==> config.mk <==
export PLATFORM = sky130hd
export DESIGN_NAME = cpu_run_ctrl_flat
export DESIGN_NICKNAME = d
export VERILOG_FILES = /design/src/rtl/cpu_run_ctrl_if.sv /design/src/rtl/cpu_run_ctrl.sv /design/src/flat_wrapper.sv
export SDC_FILE = /design/constraint.sdc
export NUM_CORES = 1
export LEC_CHECK = 0
export ABC_AREA = 1
export CAP_MARGIN = 20
export CORE_ASPECT_RATIO = 0.9
export CORE_MARGIN = 4
export CORE_UTILIZATION = 50
export CTS_BUF_LIST = sky130_fd_sc_hd__clkbuf_8
export DETAILED_ROUTE_END_ITERATION = 6
export PLACE_DENSITY = 0.79
export SLEW_MARGIN = 20
export SYNTH_ARGS = -nofsm -noshare
export SYNTH_HDL_FRONTEND = slang
export SYNTH_SLANG_ARGS = --single-unit
==> constraint.sdc <==
create_clock -name clk -period 2.2 [get_ports clk]
set_input_delay 0.44 -clock clk [delete_from_list [all_inputs] [get_ports clk]]
set_output_delay 0.44 -clock clk [all_outputs]
set_load 0.02 [all_outputs]
==> src/rtl/cpu_run_ctrl_if.sv <==
// Host command and bus-handover port for cpu_run_ctrl.
//   cmd_valid/cmd_ready : command handshake, accepted when both are high at a clk edge
//   cmd_op              : opcode (NOP, RUN, HALT, STEP, STEPI, RUNN, RESET)
//   cmd_arg             : cycle count for RUNN
//   bus_req/bus_gnt     : host request for main_bus/addr_bus, and the grant back
// master = debug host side, slave = cpu_run_ctrl side.
interface cpu_run_ctrl_if #(
  parameter int CNT_W = 16
);
  logic             cmd_valid;
  logic             cmd_ready;
  logic [2:0]       cmd_op;
  logic [CNT_W-1:0] cmd_arg;
  logic             bus_req;
  logic             bus_gnt;

  modport master (
    output cmd_valid, cmd_op, cmd_arg, bus_req,
    input  cmd_ready, bus_gnt
  );

  modport slave (
    input  cmd_valid, cmd_op, cmd_arg, bus_req,
    output cmd_ready, bus_gnt
  );
endinterface

==> src/rtl/cpu_run_ctrl.sv <==
// Run/step sequencer between the debug host and the cpu top. Decides which clk
// edges the CPU advances on, halts on a microcode brk, pulses the control-logic
// reset and hands the CPU buses to the host.
// Ports:
//   clk, rst      : clock, asynchronous active-high reset
//   host          : command handshake and bus request/grant (cpu_run_ctrl_if.slave)
//   brk           : break bit of the current control word
//   step_reset    : last micro-step of the current instruction
//   cpu_clk_en    : CPU advances on this edge
//   ctrlen        : CPU control-word output enable
//   crstn         : active-low control-logic reset
//   halted        : sequencer is idle
//   brk_hit       : last run stopped on brk (sticky until the next command)
//   cyc_count     : number of enabled CPU cycles, wraps
//
// state | meaning
// CRST  | control logic held in reset, counter times RST_CYCLES
// IDLE  | CPU stopped, host commands accepted
// RUN   | free running until HALT or brk
// RUNN  | running for the loaded number of cycles
// STEP  | exactly one enabled cycle
// STEPI | running until the last micro-step of the instruction
// DRAIN | control word released from the buses, grant not yet given
// GRANT | host owns the buses
module cpu_run_ctrl #(
  parameter int CNT_W      = 16,
  parameter int RST_CYCLES = 2
) (
  input  logic          clk,
  input  logic          rst,
  cpu_run_ctrl_if.slave host,
  input  logic          brk,
  input  logic          step_reset,
  output logic          cpu_clk_en,
  output logic          ctrlen,
  output logic          crstn,
  output logic          halted,
  output logic          brk_hit,
  output logic [31:0]   cyc_count
);

  localparam logic [2:0] S_CRST  = 3'd0;
  localparam logic [2:0] S_IDLE  = 3'd1;
  localparam logic [2:0] S_RUN   = 3'd2;
  localparam logic [2:0] S_RUNN  = 3'd3;
  localparam logic [2:0] S_STEP  = 3'd4;
  localparam logic [2:0] S_STEPI = 3'd5;
  localparam logic [2:0] S_DRAIN = 3'd6;
  localparam logic [2:0] S_GRANT = 3'd7;

  localparam logic [2:0] OP_NOP   = 3'd0;
  localparam logic [2:0] OP_RUN   = 3'd1;
  localparam logic [2:0] OP_HALT  = 3'd2;
  localparam logic [2:0] OP_STEP  = 3'd3;
  localparam logic [2:0] OP_STEPI = 3'd4;
  localparam logic [2:0] OP_RUNN  = 3'd5;
  localparam logic [2:0] OP_RESET = 3'd6;
  localparam logic [2:0] OP_RSVD  = 3'd7;

  localparam logic [CNT_W-1:0] RST_LOAD = CNT_W'(RST_CYCLES);
  localparam logic [CNT_W-1:0] CNT_ONE  = CNT_W'(1);

  logic [2:0]       state_q, state_d;
  logic [CNT_W-1:0] cnt_q, cnt_d;
  logic             brk_hit_q, brk_hit_d;
  logic [31:0]      cyc_count_q, cyc_count_d;
  logic             cmd_ready;
  logic             cmd_acc;
  logic             running;

  assign running     = (state_q == S_RUN) || (state_q == S_RUNN) ||
                       (state_q == S_STEP) || (state_q == S_STEPI);
  assign cpu_clk_en  = running;
  assign ctrlen      = (state_q != S_DRAIN) && (state_q != S_GRANT);
  assign host.bus_gnt = (state_q == S_GRANT);
  assign crstn       = ~(rst | (state_q == S_CRST));
  assign halted      = (state_q == S_IDLE);
  assign brk_hit     = brk_hit_q;
  assign cyc_count   = cyc_count_q;

  // Only cmd_ready looks at inputs combinationally; while running the port
  // accepts nothing but HALT so other commands simply wait.
  always_comb begin
    cmd_ready = 1'b0;
    if (state_q == S_IDLE) cmd_ready = ~host.bus_req;
    else if (running)      cmd_ready = (host.cmd_op == OP_HALT);
  end
  assign host.cmd_ready = cmd_ready;
  assign cmd_acc        = host.cmd_valid & cmd_ready;

  always_comb begin
    state_d     = state_q;
    cnt_d       = cnt_q;
    brk_hit_d   = brk_hit_q;
    cyc_count_d = cyc_count_q + {31'd0, running};
    case (state_q)
      S_CRST: begin
        if (cnt_q == CNT_ONE) state_d = S_IDLE;
        else                  cnt_d   = cnt_q - CNT_ONE;
      end
      S_IDLE: begin
        if (host.bus_req) begin
          state_d = S_DRAIN;
        end else if (cmd_acc) begin
          if (host.cmd_op != OP_NOP && host.cmd_op != OP_RSVD) brk_hit_d = 1'b0;
          case (host.cmd_op)
            OP_RUN:   state_d = S_RUN;
            OP_STEP:  state_d = S_STEP;
            OP_STEPI: state_d = S_STEPI;
            OP_RUNN: begin
              if (host.cmd_arg != '0) begin
                state_d = S_RUNN;
                cnt_d   = host.cmd_arg;
              end
            end
            OP_RESET: begin
              state_d     = S_CRST;
              cnt_d       = RST_LOAD;
              cyc_count_d = 32'd0;
            end
            default: ;
          endcase
        end
      end
      S_RUN, S_RUNN, S_STEP, S_STEPI: begin
        // STEP ignores brk entirely; the other running states stop on it.
        if (brk && state_q != S_STEP) begin
          brk_hit_d = 1'b1;
          state_d   = S_IDLE;
        end
        if (state_q == S_STEP)                      state_d = S_IDLE;
        if (state_q == S_STEPI && step_reset)       state_d = S_IDLE;
        if (state_q == S_RUNN) begin
          if (cnt_q == CNT_ONE) state_d = S_IDLE;
          else                  cnt_d   = cnt_q - CNT_ONE;
        end
        if (cmd_acc) state_d = S_IDLE;
      end
      S_DRAIN: state_d = host.bus_req ? S_GRANT : S_IDLE;
      S_GRANT: state_d = host.bus_req ? S_GRANT : S_IDLE;
      default: state_d = S_CRST;
    endcase
  end

  always_ff @(posedge clk or posedge rst) begin
    if (rst) begin
      state_q     <= S_CRST;
      cnt_q       <= RST_LOAD;
      brk_hit_q   <= 1'b0;
      cyc_count_q <= 32'd0;
    end else begin
      state_q     <= state_d;
      cnt_q       <= cnt_d;
      brk_hit_q   <= brk_hit_d;
      cyc_count_q <= cyc_count_d;
    end
  end

endmodule

==> src/flat_wrapper.sv <==
// flat-port wrapper written by rule: the top's interface ports become plain ports
module cpu_run_ctrl_flat 
#(
  parameter int CNT_W      = 16,
  parameter int RST_CYCLES = 2
)
  (clk, rst, brk, step_reset, cpu_clk_en, ctrlen, crstn, halted, brk_hit, cyc_count, host_cmd_valid, host_cmd_op, host_cmd_arg, host_bus_req, host_cmd_ready, host_bus_gnt);
  cpu_run_ctrl_if #(.CNT_W(CNT_W)) host_i ();
  input  logic clk;
  input  logic rst;
  input  logic brk;
  input  logic step_reset;
  output logic cpu_clk_en;
  output logic ctrlen;
  output logic crstn;
  output logic halted;
  output logic brk_hit;
  output logic [31:0] cyc_count;
  input wire logic [$bits(host_i.cmd_valid)-1:0] host_cmd_valid;
  input wire logic [$bits(host_i.cmd_op)-1:0] host_cmd_op;
  input wire logic [$bits(host_i.cmd_arg)-1:0] host_cmd_arg;
  input wire logic [$bits(host_i.bus_req)-1:0] host_bus_req;
  output wire logic [$bits(host_i.cmd_ready)-1:0] host_cmd_ready;
  output wire logic [$bits(host_i.bus_gnt)-1:0] host_bus_gnt;
  assign host_i.cmd_valid = host_cmd_valid;
  assign host_i.cmd_op = host_cmd_op;
  assign host_i.cmd_arg = host_cmd_arg;
  assign host_i.bus_req = host_bus_req;
  assign host_cmd_ready = host_i.cmd_ready;
  assign host_bus_gnt = host_i.bus_gnt;
  cpu_run_ctrl #(.CNT_W(CNT_W), .RST_CYCLES(RST_CYCLES)) u_core (.clk(clk), .rst(rst), .host(host_i), .brk(brk), .step_reset(step_reset), .cpu_clk_en(cpu_clk_en), .ctrlen(ctrlen), .crstn(crstn), .halted(halted), .brk_hit(brk_hit), .cyc_count(cyc_count));
endmodule
==> results of run 1 <==
-- worst max path at each step --
stage,startpoint,endpoint,slack [ps],cells after the start
floorplan,u_core.state_q[1],u_core.cyc_count[26],100,11
global placement,host_cmd_op[1],host_cmd_ready,-140,6
detailed placement,host_cmd_op[1],host_cmd_ready,-160,6
CTS,u_core.state_q[2],u_core.cyc_count[26],30,11
global route,u_core.state_q[2],u_core.cyc_count[25],-20,12
finish,u_core.state_q[2],cpu_clk_en,90,3
-- synth_stat cells (all sizes together), types with 2 or more instances --
master	count	share of area (%)
nand4	10	1.6
inv	55	5.4
a21oi	16	2.1
nand3b	8	1.6
buf	13	2.3
ha	6	2.0
nor3	7	1.5
or2	3	0.49
a31oi	2	0.33
nor2	124	13
dfrtp	51	33
xnor2	7	1.6
o21ai	18	2.4
nand3	57	8.0
nand2	220	22
xor2	4	0.91
-- routing by layer --
layer / GRT usage (%) / up-vias / part of all wire [%]
met5: 0 / - / 0
met4: 5.95 / 0 / 0.80
met2: 37.9 / 190 / 46
li1: - / 2082 / -
met3: 4.15 / 16 / 7.6
met1: 33.7 / 1962 / 45
-- final cells by class --
class | instances | area (µm²)
clock inverter | 2 | 15.0
inverter | 55 | 206
tap | 96 | 120
sequential | 52 | 1300
fill | 688 | 2670
timing repair buffer | 91 | 847
multi-input combinational | 487 | 2270
clock buffer | 6 | 82.6
-- critical path, delay by kind of cell (launching register included) --
kind | cells | cell delay [ps]
buf+inv | 2 | 680
fa+ha+maj | 1 | 310
flops | 1 | 380
-- logic make-up (layout without fill, tap and decap cells) --
kind of cell             after synthesis  count (layout)  share of synthesized area, %
flip-flops                            52              52                          34.0
AND/OR/NAND/NOR                      430             430                          48.2
buffers and inverters                 68             154                          7.73
AO/OA/AOI/OAI                         40              40                          5.68
adder cells (fa/ha/maj)                6               6                          1.96
XOR/XNOR                              11              11                          2.51
-- power by group --
part / internal [W] / switching (W) / total [W]
registers: 0.000962 / 0.00000950 / 0.000971
clock network: 0.000256 / 0.000335 / 0.000591
logic: 0.0000785 / 0.0000902 / 0.000169
total: 0.00130 / 0.000435 / 0.00173
-- through the flow --
stage | total power (W) | cell area [µm²] | instances | util, % | hold slack (ps)
2_1_floorplan | 0.00106 | 3850 | 607 | - | 456
3_3_place_gp | 0.00115 | 4720 | 779 | 62.8 | 463
3_5_place_dp | 0.00116 | 4720 | 779 | 62.8 | 478
4_1_cts | 0.00174 | 4800 | 787 | 64.0 | 496
5_1_grt | 0.00180 | 4840 | 789 | 64.5 | 514
6_report | 0.00173 | 4840 | 789 | 64.5 | 494
-- timing repair --
action                     4_1_cts  5_1_grt
resized for setup                8        7
pin swaps                        0        1
setup endpoints to repair        4       10
setup buffers                    0        2
-- state kept, by name (all words and copies together) (netlist names) --
name and count:
u_core.brk_hit 1, u_core.state_q 3, u_core.cyc_count 32, u_core.cnt_q 16
==> results_dict.tcl, run 1 <==
set metrics [dict create \
    finalWorstSetupSlack_ps 87.8 \
    via_per_inst 5.39 \
    period_share_pct 96.0 \
    r2r-start "u_core.state_q[2]" \
    holdCritStartpoint "u_core.brk_hit" \
    clk_pin_slew_ps 100 \
    grt_util_all_layers_pct 23.9 \
    leakagePower_nw 2.37 \
    antenna_found_initial 0 \
    final_common_cell "nand2_1" \
    cts-root-buf "clkbuf_8" \
    portBuffers 63 \
    ys.flop_type "dfrtp_1" \
    detail_route.wl_per_cell_um 13.7 \
    tns_ps 0 \
    path_max_fanout 7 \
    final_cell_mix "nand2_1, nor2_1, clkdlybuf4s50_1" \
    grt_max_degree 53 \
    cts_tree "done" \
    worst_pin_slew_ps 391 \
    layout-drive-gt1-share_pct 9.38 \
    cp_cell_sequence "inv_2 > ha_4 > clkdlybuf4s50_1" \
    fin_worst_skew_ps 7.74 \
    hold_violations 0 \
    crit_path_end_kind "output pin" \
    area_growth_pct 26.3 \
    synth.avg_cell_area_um2 6.32 \
    vias 4250 \
    overflow 0 \
    drv_cap 0 \
    cpMaxStageDelayCell "clkdlybuf4s50_1" \
    synth-edff-count 0 \
    ys_seq_elements 52 \
    status "complete, no violations" \
    core.rowCount 30 \
    setup_viol 0 \
    drc 0 \
    grt_pass1_wl_um 18000 \
    hp-class "reg -> reg" \
    worst_ir_drop_vdd_v 0.000253 \
    synth_cells 607 \
    slew_headroom_pct 73.9 \
    die_h_um 91.1 \
    die_x_um 100 \
    syn_area_um2 3830 \
    criticalPathCategory "reg -> out" \
    first_pass_iters 6 \
    async_reset_ff_share_pct 100 \
    clock_sinks 52 \
    diodes 0 \
    ant_nets 0 \
    yosys_warnings 0 \
    r2r_setup_slack_ps 140 \
    yosysSeqAreaShare_pct 34.0 \
    synth_cell_types 34 \
    cts.path.max_buffers 2 \
    period_needed_ps 2110 \
    holdPathEnd "u_core.brk_hit" \
    drv_slew 0 \
    drt_iter0_markers 335 \
    max_stage_delay_ps 620 \
    cts_buffers 5 \
    hold_buffers 0 \
    place_congestion 0.917 \
    hold_path_depth 2 \
    dp_slack_ps -165 \
    start_util_pct 51.1 \
    dpl.hpwl_um 8450 \
    max_freq_mhz 473 \
    cp-start-kind "flop" \
    synth_fp_nets 638 \
    layout.nets 723 \
    core_area_um2 7510 \
    arrival_ps 1670 \
    drt_wl_total_um 10800 \
    reg2reg_depth 13 \
    critPathRequiredTime_ps 1760 \
    dieArea_um2 9140 \
    r2r_end "u_core.cyc_count[30]" \
    htree_levels 2 \
    io_pins 64 \
    clock_latency_ps 310 \
    grt_pass1_vias 3915 \
    pwr_density_cell_nw_per_um2 357 \
]
Note: power is estimated with default switching activity, not from simulation.
==> run 2, diff against run 1 <==
--- a/config.mk
+++ b/config.mk
@@ -12,6 +12,7 @@
 export CORE_UTILIZATION = 50
 export CTS_BUF_LIST = sky130_fd_sc_hd__clkbuf_8
 export DETAILED_ROUTE_END_ITERATION = 6
+export GPL_ROUTABILITY_DRIVEN = 0
 export PLACE_DENSITY = 0.79
 export SLEW_MARGIN = 20
 export SYNTH_ARGS = -nofsm -noshare
==> run 2 against run 1 <==
  * Worst setup slack got worse by 14 ps
  * Largest cell class unchanged
  * Power rose by 5.4%
  * Sequential cell count did not move
  * Sequential power barely moved
==> results_dict.tcl, run 2 (synthesized netlist as in run 1, its figures left out) <==
set metrics [dict create \
    drc 0 \
    drv_cap 0 \
    comb_power_share_pct 9.2 \
    fillers 705 \
    clock_sinks 52 \
    clk_pin_slew_ps 100 \
    layout.nets 724 \
    drt_wl_total_um 10700 \
    seqPwrFrac_pct 53.3 \
    core.rowCount 30 \
    fin_worst_skew_ps 6.94 \
    grt_pass1_vias 3939 \
    cts_buffers 5 \
    portBuffers 63 \
    dieArea_um2 9140 \
    cts_tree "done" \
    pwr_density_cell_nw_per_um2 374 \
    critPathRequiredTime_ps 1760 \
    layout-drive-gt1-share_pct 9.94 \
    hp-class "in -> async" \
    dpl.hpwl_um 8340 \
    largest_reg_flops 32 \
    criticalPathCategory "reg -> out" \
    finalWorstSetupSlack_ps 73.5 \
    r2r-start "u_core.state_q[1]" \
    die_x_um 100 \
    p_sw_w 0.000442 \
    core_area_um2 7510 \
    leakagePower_nw 2.37 \
    final_common_cell "nand2_1" \
    die_h_um 91.1 \
    pwr-share-clk_pct 37.5 \
    start_util_pct 51.1 \
    overflow 0 \
    grt_max_degree 23 \
    netSwitchingFraction_pct 24.3 \
    tns_ps 0 \
    period_needed_ps 2130 \
    crit_path_end_kind "output pin" \
    io_pins 64 \
    final_cell_mix "nand2_1, nor2_1, clkdlybuf4s50_1" \
    clock_latency_ps 310 \
    vias 4171 \
    rsz0062_at_grt "false" \
    worst_ir_drop_vdd_v 0.000233 \
    arrival_ps 1690 \
    cts.path.max_buffers 2 \
    worst_pin_slew_ps 447 \
    grt_util_all_layers_pct 24.0 \
    r2r_setup_slack_ps 170 \
    first_pass_iters 6 \
    antenna_found_initial 0 \
    period_share_pct 96.7 \
    setup_viol 0 \
    via_per_inst 5.28 \
    final_cell_count_no_fill 790 \
    cell_internal_pwr_w 0.00138 \
    dp_slack_ps -170 \
    diodes 0 \
    drt_iter0_markers 365 \
    dp_cells 780 \
    status "complete, no violations" \
    area_growth_pct 27.3 \
    r2r_end "u_core.cyc_count[26]" \
    detail_route.wl_per_cell_um 13.5 \
    drv_slew 0 \
    grt_pass1_wl_um 18000 \
    hold_violations 0 \
    finish.utilization_pct 65.0 \
    path_max_fanout 7 \
    cts-root-buf "clkbuf_8" \
    cp-start-kind "flop" \
    ant_nets 0 \
    htree_levels 2 \
    reg2reg_depth 11 \
    slew_headroom_pct 70.2 \
    max_freq_mhz 470 \
]
-- run 2: changes by cell type in the layout (fill, tap and decap cells not counted), sizes merged --
| cell | before | now |
|---|---|---|
| buf | 29 | 30 |
| clkbuf | 6 | 5 |
| clkinvlp | 2 | 0 |
| bufinv | 0 | 1 |
| inv | 55 | 57 |
| dlymetal6s2s | 1 | 0 |
| clkdlybuf4s50 | 58 | 59 |
-- run 2: metal layers --
layer | wire length (µm) | share of wire (%) | GRT usage, % | up-vias
met1 | 4800 | 45 | 34.1 | 1935
met3 | 727 | 6.8 | 2.92 | 12
met4 | 105 | 0.98 | 5.27 | 0
met2 | 5030 | 47 | 39.0 | 139
li1 | - | - | - | 2085
met5 | 0 | 0 | 0 | -
-- run 2: stage by stage --
step / instance area [µm²] / hold slack [ps] / total power [W]
floorplan: 3850 / 456 / 0.00106
global placement: 4720 / 458 / 0.00115
detailed placement: 4720 / 463 / 0.00116
CTS: 4830 / 489 / 0.00184
global route: 4880 / 511 / 0.00190
finish: 4880 / 470 / 0.00182
-- run 2: how the worst max path moves through the flow --
stage	end	slack (ps)	startpoint
after floorplan	u_core.cyc_count[26]	100	u_core.state_q[1]
after global placement	host_cmd_ready	-140	host_cmd_op[1]
after detailed placement	host_cmd_ready	-170	host_cmd_op[1]
after CTS	u_core.cyc_count[26]	40	u_core.state_q[1]
after global routing	host_bus_gnt	2	u_core.state_q[0]
final	host_bus_gnt	70	u_core.state_q[0]
-- run 2: critical path, cell delays in order (launching register included) --
cell and delay, ps:
dfrtp_1 430, buf_4 170, nand2_1 50, nor2_1 110, clkdlybuf4s50_1 620
-- run 2: power groups by stage --
| stage | Clock (W) | Sequential (W) | Combinational (W) |
|---|---|---|---|
| finish | 0.000684 | 0.000972 | 0.000168 |
| global route | 0.000738 | 0.000973 | 0.000187 |
| CTS | 0.000699 | 0.000971 | 0.000170 |
| detailed placement | 0 | 0.000990 | 0.000169 |
| global placement | 0 | 0.000990 | 0.000165 |
| floorplan | 0 | 0.000995 | 0.0000643 |
-- run 2: repair_timing --
| item | CTS | global route |
|---|---|---|
| hold buffers | 0 | 0 |
| setup buffers | 0 | 2 |
| resized for setup | 8 | 11 |
| pin swaps | 0 | 3 |
| setup endpoints to repair | 4 | 8 |
-- run 2: final cells by class --
cell class              instances  area (µm²)  share of cell area (%)
clock buffers                   5        68.8                    1.41
clock inverters                 3        42.5                   0.871
inverters                      55         206                    4.23
multi-input cells             487        2290                    46.9
flip-flops and latches         52        1300                    26.7
well taps                      96         120                    2.46
repair buffers                 92         852                    17.5
==> run 3, diff against run 2 <==
--- a/config.mk
+++ b/config.mk
@@ -12,7 +12,7 @@
 export CORE_UTILIZATION = 50
 export CTS_BUF_LIST = sky130_fd_sc_hd__clkbuf_8
 export DETAILED_ROUTE_END_ITERATION = 6
-export GPL_ROUTABILITY_DRIVEN = 0
+export GPL_ROUTABILITY_DRIVEN = 1
 export PLACE_DENSITY = 0.79
 export SLEW_MARGIN = 20
 export SYNTH_ARGS = -nofsm -noshare
==> results of run 3 <==
No change in the layout: final DEF, timing and power equal those of run 1.
